**src/rtl/nibble_ser_pkg.sv**
```systemverilog
// Shared types and constants for the nibble serializer.
// Build option: NIBBLE_SER_PARITY_EN adds an even-parity bit state.
package nibble_ser_pkg;

  localparam int   DATA_BITS  = 4;
  localparam logic IDLE_LEVEL = 1'b1;

`ifdef NIBBLE_SER_PARITY_EN
  typedef enum logic [2:0] {IDLE, START, DATA, PARITY, STOP} state_t;
`else
  typedef enum logic [2:0] {IDLE, START, DATA, STOP} state_t;
`endif

endpackage

```
**src/rtl/nibble_ser_if.sv**
```systemverilog
// Upstream load handshake and serial-side status of the nibble serializer.
// Handshake: a nibble moves on a rising edge where in_valid && in_ready; in_data must be stable in that cycle only.
interface nibble_ser_if;
  import nibble_ser_pkg::*;

  logic                 in_valid;
  logic [DATA_BITS-1:0] in_data;
  logic                 in_ready;
  logic                 ser_out;
  logic                 busy;
  logic                 done;

  modport master (
    output in_valid, in_data,
    input  in_ready, ser_out, busy, done
  );

  modport slave (
    input  in_valid, in_data,
    output in_ready, ser_out, busy, done
  );

endinterface

```
**src/rtl/nibble_ser_tx_bit_tick_gen.sv**
```systemverilog
// Bit-period down-counter: bit_end pulses in the last cycle of every serial bit.
// Held at zero outside a frame; reloaded when a frame starts and at each bit boundary.
module bit_tick_gen #(
  parameter int CLKS_PER_BIT = 4
) (
  input  logic clk,
  input  logic rst,
  input  logic clear,
  input  logic active,
  output logic bit_end
);

  localparam logic [7:0] RELOAD = 8'(CLKS_PER_BIT - 1);

  logic [7:0] cnt;

  always_ff @(posedge clk) begin
    if (rst) begin
      cnt <= 8'd0;
    end else if (clear) begin
      cnt <= RELOAD;
    end else if (!active) begin
      cnt <= 8'd0;
    end else if (cnt == 8'd0) begin
      cnt <= RELOAD;
    end else begin
      cnt <= cnt - 8'd1;
    end
  end

  assign bit_end = active && (cnt == 8'd0);

endmodule

```
**src/rtl/nibble_ser_tx.sv**
```systemverilog
// Nibble serializer: start bit (0), 4 data bits, optional even parity, stop bit (1).
// Build option: NIBBLE_SER_PARITY_EN inserts the parity bit between DATA and STOP.
module nibble_ser_tx
  import nibble_ser_pkg::*;
#(
  parameter int CLKS_PER_BIT = 4,
  parameter int MSB_FIRST    = 1
) (
  input  logic        clk,
  input  logic        rst,
  nibble_ser_if.slave bus,
  output state_t      dbg_state
);

  state_t               state;
  state_t               state_next;
  logic [DATA_BITS-1:0] sh;
  logic [1:0]           idx;
  logic                 accept;
  logic                 bit_end;
  logic                 ser_level;
`ifdef NIBBLE_SER_PARITY_EN
  logic                 par;
`endif

  assign bus.in_ready = (state == IDLE) && !rst;
  assign accept       = bus.in_valid && bus.in_ready;

  bit_tick_gen #(
    .CLKS_PER_BIT(CLKS_PER_BIT)
  ) u_tick (
    .clk    (clk),
    .rst    (rst),
    .clear  (accept),
    .active (state != IDLE),
    .bit_end(bit_end)
  );

  always_ff @(posedge clk) begin
    if (rst) begin
      state <= IDLE;
      sh    <= '0;
      idx   <= 2'd0;
`ifdef NIBBLE_SER_PARITY_EN
      par   <= 1'b0;
`endif
    end else begin
      state <= state_next;
      if (accept) begin
        sh  <= bus.in_data;
        idx <= 2'd0;
`ifdef NIBBLE_SER_PARITY_EN
        par <= ^bus.in_data;
`endif
      end else if ((state == DATA) && bit_end) begin
        // The bit on the wire is always at one end of sh, so shift it away.
        if (MSB_FIRST != 0) sh <= {sh[DATA_BITS-2:0], 1'b0};
        else                sh <= {1'b0, sh[DATA_BITS-1:1]};
        idx <= idx + 2'd1;
      end
    end
  end

  always_comb begin
    state_next = state;
    ser_level  = IDLE_LEVEL;
    unique case (state)
      IDLE: begin
        if (accept) state_next = START;
      end
      START: begin
        ser_level = 1'b0;
        if (bit_end) state_next = DATA;
      end
      DATA: begin
        ser_level = (MSB_FIRST != 0) ? sh[DATA_BITS-1] : sh[0];
`ifdef NIBBLE_SER_PARITY_EN
        if (bit_end && (idx == 2'd3)) state_next = PARITY;
      end
      PARITY: begin
        ser_level = par;
        if (bit_end) state_next = STOP;
`else
        if (bit_end && (idx == 2'd3)) state_next = STOP;
`endif
      end
      STOP: begin
        if (bit_end) state_next = IDLE;
      end
      default: begin
        state_next = IDLE;
      end
    endcase
  end

  assign bus.ser_out = ser_level;
  assign bus.busy    = (state != IDLE);
  assign bus.done    = (state == STOP) && bit_end;
  assign dbg_state   = state;

endmodule

```
**src/flat_wrapper.sv**
```systemverilog
// flat-port wrapper written by rule: the top's interface ports become plain ports
module nibble_ser_tx_flat import nibble_ser_pkg::*;
#(
  parameter int CLKS_PER_BIT = 4,
  parameter int MSB_FIRST    = 1
)
  (clk, rst, dbg_state, bus_in_valid, bus_in_data, bus_in_ready, bus_ser_out, bus_busy, bus_done);
  nibble_ser_if bus_i ();
  input  logic clk;
  input  logic rst;
  output state_t dbg_state;
  input wire logic [$bits(bus_i.in_valid)-1:0] bus_in_valid;
  input wire logic [$bits(bus_i.in_data)-1:0] bus_in_data;
  output wire logic [$bits(bus_i.in_ready)-1:0] bus_in_ready;
  output wire logic [$bits(bus_i.ser_out)-1:0] bus_ser_out;
  output wire logic [$bits(bus_i.busy)-1:0] bus_busy;
  output wire logic [$bits(bus_i.done)-1:0] bus_done;
  assign bus_i.in_valid = bus_in_valid;
  assign bus_i.in_data = bus_in_data;
  assign bus_in_ready = bus_i.in_ready;
  assign bus_ser_out = bus_i.ser_out;
  assign bus_busy = bus_i.busy;
  assign bus_done = bus_i.done;
  nibble_ser_tx #(.CLKS_PER_BIT(CLKS_PER_BIT), .MSB_FIRST(MSB_FIRST)) u_core (.clk(clk), .rst(rst), .bus(bus_i), .dbg_state(dbg_state));
endmodule
```
**config.mk**
```make
export PLATFORM = sky130hd
export DESIGN_NAME = nibble_ser_tx_flat
export DESIGN_NICKNAME = d
export VERILOG_FILES = /design/src/rtl/nibble_ser_pkg.sv /design/src/rtl/nibble_ser_if.sv /design/src/rtl/nibble_ser_tx_bit_tick_gen.sv /design/src/rtl/nibble_ser_tx.sv /design/src/flat_wrapper.sv
export SDC_FILE = /design/constraint.sdc
export NUM_CORES = 1
export LEC_CHECK = 0
export ABC_AREA = 1
export CAP_MARGIN = 10
export CORE_MARGIN = 5
export CORE_UTILIZATION = 46
export DETAILED_ROUTE_END_ITERATION = 10
export PLACE_DENSITY_LB_ADDON = 0.25
export SLEW_MARGIN = 20
export SYNTH_ARGS = -nofsm -noshare
export SYNTH_HDL_FRONTEND = slang
export SYNTH_SLANG_ARGS = --single-unit
```
**constraint.sdc**
```tcl
create_clock -name clk -period 2.82 [get_ports clk]
set_input_delay 0.564 -clock clk [delete_from_list [all_inputs] [get_ports clk]]
set_output_delay 0.564 -clock clk [all_outputs]
set_load 0.1 [all_outputs]
```
==> results.md <==
- Setup TNS: 0 ps
- Pre-CTS setup slack: 653.9 ps
- Largest net degree at the start of global routing: 12
- Die height: 54.35 um
- CP max FO: 11
- Area occupied by multi-input gates: 536.8 sq um
- 1st-pass router iterations: 4
- FILL cells: 199
- Hold_buf cts: 0
- I/O Pins: 14
- Top FF cell, synth: dfxtp_1
- Sink Count: 16
- Syn nets: 131
- Crit end category: output pin
- Setup CP Type: input port to output pin
- WP data required: 2260 ps
- RSZ-0062 raised after global routing: no
- First-pass GRT wire length: 3360 um
- Area grow syn2layout: 22.41%
- CP peak stage delay: 620 ps
- Die area: 0.002953 sq mm
- Initial core utilization: 47.07%
- Worst R2R Path Depth: 8
- Reg2reg start: u_core.dbg_state[0]
- Standby leakage power: 0.5010 nW
- Yosys warns: 0
- Synth area leader: dfxtp_1
- WHS: 482.8 ps
- Dpl cell area: 0.001071 sq mm
- Ant. Diodes: 0
- Die W: 54.35 um
- Vias post-DR: 774
- Seq/Total Area, Yosys: 35.41%
- Reg area: 322.8 sq um
- Postcts setup bufs: 0
- PostCTS Resize Cnt: 0
- Routability Congestion: 0.7794
- Final Max Slew Viols: 0
- Clock Latency Late Sink: 290 ps
- CP startpoint: rst
- Critical path's slowest cell: clkdlybuf4s50_1
- Fin. Hold Viols: 0
- DPL Wire Length: 1428 um
- CP Depth: 3
- IO Port Bufs: 12
- Vias in the first global route: 822
- Worst r2r dst: u_core.dbg_state[0]
- Cell Rows: 16
- Synth top area share: 35.41%
- Critical Path End: bus_in_ready
- Fraction of layout cells with a size suffix above 1: 19.85%
- DRT iter0 DRCs: 9
- Nets: 146
- Post-Syn Area: 904.6 sq um
- Worst-path clk slew: 90 ps
- Vias/cell: 4.899
- Synth Register Bits: 16
- Synth Area per Inst: 7.732 sq um
- Crit path max-delay family: buffers and inverters
- Fmax: 458.5 MHz
- Max Root-Sink Buffers: 2
- Post-Syn Instances: 117
- CP Cell Sequence: clkdlybuf4s50_1 -> nor2_2 -> buf_12
- Final routed DRC violation total: 0
- Setup slack, reg-to-reg: 1240 ps
- Fin crit share: 77.34%
- Final instance area: 0.001107 sq mm
- Final Critical Period: 2181 ps
- Final WL: 1834 um
- Outcome: complete, no violations
- Worst hold path type: flip-flop to flip-flop
- Initial antenna violation count: 0
- Unique masters post-synth: 28
- Routed len/inst: 11.61 um
- Grt ovf: 0
- Post-route setup slack: 638.9 ps
- Setup violations, final: 0
- Worst VDD drop: 0.0009525 V
- Routed Antenna Nets: 0
- Ys async rst share: 0%
- Root Driver: clkbuf_4
- CP bufs+invs: 2
- Worst EP arrival: 1620 ps
- Core ar.: 0.001922 sq mm
- Critical path startpoint category: input port
- Clock skew: 4.337 ps
- CTS buffer count: 3
- Max Cap Viol: 0
- Leading post-synthesis cells by cell area: dfxtp_1 (35%), nand2_1 (10%), ha_1 (9.7%), nand3_1 (5.5%), inv_1 (5.4%)
- Post-synth EDFFs: 0
- H-tree depth: 1
- Aggregate global-route resource usage: 15.69%
- CTS tree: done
- PD cells: 1176 mW/mm^2
-- where the power goes --
part	internal, mW	leakage (nW)	total (mW)	switching, mW
registers	0.274	0.131	0.314	0.0396
clock network	0.0787	0.0210	0.151	0.0720
logic	0.242	0.349	0.838	0.596
-- tightest hold or removal path, stage by stage (launching register included) --
cell and delay (ps):
dfxtp_1 330, nand2_1 60, a21oi_1 60
-- flip-flops by register name (all words and copies together), names as in the netlist --
register and flops:
u_core.u_tick.cnt 8, u_core.sh 4, u_core.dbg_state 2, u_core.idx 2
-- routing by layer --
metal	vias up	GRT usage [%]	routed length, um
met3	4	5.177	53
met2	12	28.69	949
met1	355	16.94	808
met4	0	4.564	23
met5	-	0	0
li1	403	-	-
-- cells in the mapped netlist, types with 2 or more instances --
| master | count |
|---|---|
| o21ai_0 | 4 |
| a21oi_1 | 9 |
| o31ai_1 | 2 |
| nand2_1 | 25 |
| dfxtp_1 | 16 |
| ha_1 | 7 |
| nor2_4 | 2 |
| inv_1 | 13 |
| xor2_1 | 3 |
| nand3_1 | 10 |
| nand2_4 | 2 |
| nor2_1 | 8 |
-- area by class of cell --
class | instances | area share, %
multi-input cells | 84 | 48.47
inverters | 14 | 4.746
clock buffers | 4 | 3.277
well taps | 27 | 3.051
repair buffers | 13 | 11.30
flip-flops and latches | 16 | 29.15
-- per-stage QoR --
step	util [%]	instances	total power [mW]
floorplan	-	117	1.002
global placement	55.73	154	1.142
detailed placement	55.73	154	1.162
CTS	57.62	158	1.317
global route	57.62	158	1.409
finish	57.62	158	1.302
-- cells in the final DEF (no fill, tap or decap), drive strengths merged, types with 2 or more instances in the layout --
master and instances:
nand2 28, clkdlybuf4s50 6, nor2 11, o31ai 2, inv 14, o21ai 6, xor2 3, dfxtp 16
ha 7, a21oi 9, clkbuf 4, buf 7, nand3 12
-- worst min-delay path by stage --
stage / start / to / slack (ps) / cells after the start
global placement: u_core.idx[1] / u_core.idx[1] / 450 / 2
global route: u_core.sh[1] / u_core.sh[1] / 520 / 2
floorplan: u_core.idx[1] / u_core.idx[1] / 440 / 2
finish: u_core.idx[1] / u_core.idx[1] / 480 / 2
detailed placement: u_core.idx[1] / u_core.idx[1] / 460 / 2
CTS: u_core.idx[1] / u_core.idx[1] / 470 / 2
-- cell families (layout without fill, tap and decap cells) --
kind of cell / after synthesis / after routing / share of synthesized area (%)
simple gates: 56 / 56 / 33.61
fa+ha+maj: 7 / 7 / 9.681
buf+inv: 17 / 31 / 7.607
flops: 16 / 16 / 35.41
xor+xnor: 3 / 3 / 2.905
other cells: 1 / 1 / 0.4145
compound gates: 17 / 17 / 10.37
(Power assumes the default switching activity.)
==> patch: new RTL, same settings <==
Change the package constant `DATA_BITS` from 4 to 5.
--- a/src/rtl/nibble_ser_pkg.sv
+++ b/src/rtl/nibble_ser_pkg.sv
@@ -2,7 +2,7 @@
 // Build option: NIBBLE_SER_PARITY_EN adds an even-parity bit state.
 package nibble_ser_pkg;
 
-  localparam int   DATA_BITS  = 4;
+  localparam int   DATA_BITS  = 5;
   localparam logic IDLE_LEVEL = 1'b1;
 
 `ifdef NIBBLE_SER_PARITY_EN
Ports: changed (resized bus_in_data); port bits go from 14 to 15. The function was not compared with the original's and may differ.
==> patch against the original RTL <==
  * Sequential cell count is 1 higher
  * Worst hold slack worse by 0.0044 ns
  * Power rose by 10%
  * First-iteration DRC count shrank 22%
  * Wire length fell by 1.2%
  * Highest routed layer unchanged
  * Sequential power grew 16%
  * Area after synthesis increased by 7.7%
  * Final area grew 4.2%
  * Sequential share of layout area increased by 0.57 points
  * Worst setup slack got worse by 0.052 ns
  * Global-route usage is 3.0 points lower
==> patch: results (changes against the original RTL) <==
clk_skew: 0.006815 ns (was 0.004337 ns)
multi-input gates: 98 (was 84)
iteration-0 DRC count of the detailed router: 7 (was 9)
pre-CTS setup slack: 0.7059 ns (was 0.6539 ns)
CTS sink cnt: 17 (was 16)
Clock power frac: 8.9% (was 11.6%)
Synth Net Count: 149 (was 131)
vias in the first global route: 791 (was 822)
fraction of area in multi-input gates: 48.48% (was 48.47%)
routed len/inst: 10.30 um (was 11.61 um)
grt met2 use: 20.03% (was 28.69%)
routed length on met3: 62 um (was 53 um)
sequential-to-total area share from yosys stat: 34.92% (was 35.41%)
inverters: 17 (was 14)
Flop pwr share: 25.3% (was 24.1%)
Max stage delay on crit path: 0.37 ns (was 0.62 ns)
first-pass GRT wire length: 3229 um (was 3360 um)
status: finished, final reports clean (unchanged)
Leak: 0.5368 nW (was 0.5010 nW)
via count: 832 (was 774)
WP data arrival: 1.67 ns (was 1.62 ns)
sequential share of cell area: 29.72% (was 29.15%)
GR met1 Demand/Resource: 16.04% (was 16.94%)
Layout non-clock buf frac: 11.06% (was 11.30%)
worst-path maximum fanout: 8 (was 11)
met3 Usage GRT: 2.552% (was 5.177%)
share of the synthesized area in the top cell type: 34.92% (was 35.41%)
final estimated routing congestion in global placement: 0.8009 (was 0.7794)
Critical-path top delay cell: dfxtp_2 (was clkdlybuf4s50_1)
internal power: 653.0 uW (was 594.3 uW)
router iterations before antenna repair: 2 (was 4)
patch: changes by cell type in the layout (fill, tap and decap cells not counted), sizes merged, moves of 2 or more:
| cell | change |
|---|---|
| nand2 | +10 |
| inv | +3 |
| nand4 | +2 |
| o21ai | -2 |
| nor2 | +8 |
| or2 | +2 |
| nand3 | -5 |
patch: metrics by stage:
| step | cell area, um2 | cells | utilization (%) | hold WS (ns) |
|---|---|---|---|---|
| after global placement | 1127 | 172 | 56.88 | 0.4606 |
| after CTS | 1154 | 176 | 58.21 | 0.4832 |
| after detailed placement | 1127 | 172 | 56.88 | 0.4669 |
| final | 1154 | 176 | 58.21 | 0.4784 |
| after global routing | 1154 | 176 | 58.21 | 0.5129 |
| after floorplan | 984.7 | 134 | - | 0.4417 |
patch: path summary, 6_finish.rpt:
path | start | endpoint | slack (ns) | cells past startpoint
hold / removal | u_core.idx[1]$_SDFFE_PP0P_ | u_core.idx[1]$_SDFFE_PP0P_ | 0.48 | 2
hold reg to reg | u_core.idx[1]$_SDFFE_PP0P_ | u_core.idx[1]$_SDFFE_PP0P_ | 0.48 | 2
setup reg to reg | u_core.dbg_state[0]$_SDFFE_PP0P_ | u_core.dbg_state[1]$_SDFFE_PP0P_ | 1.23 | 9
setup / recovery | u_core.dbg_state[0]$_SDFFE_PP0P_ | bus_done | 0.59 | 5
patch: cell families (layout without fill, tap and decap cells):
logic type	count (synthesis)	in the layout	synth area share [%]
and+or+nand+nor	73	73	36.84
buffers and inverters	19	34	8.472
DFF	17	17	34.92
AOI/OAI and AO/OA	15	15	8.600
adders and majority gates	7	7	8.985
xor gates and xnor gates	2	2	1.798
other	1	1	0.3847
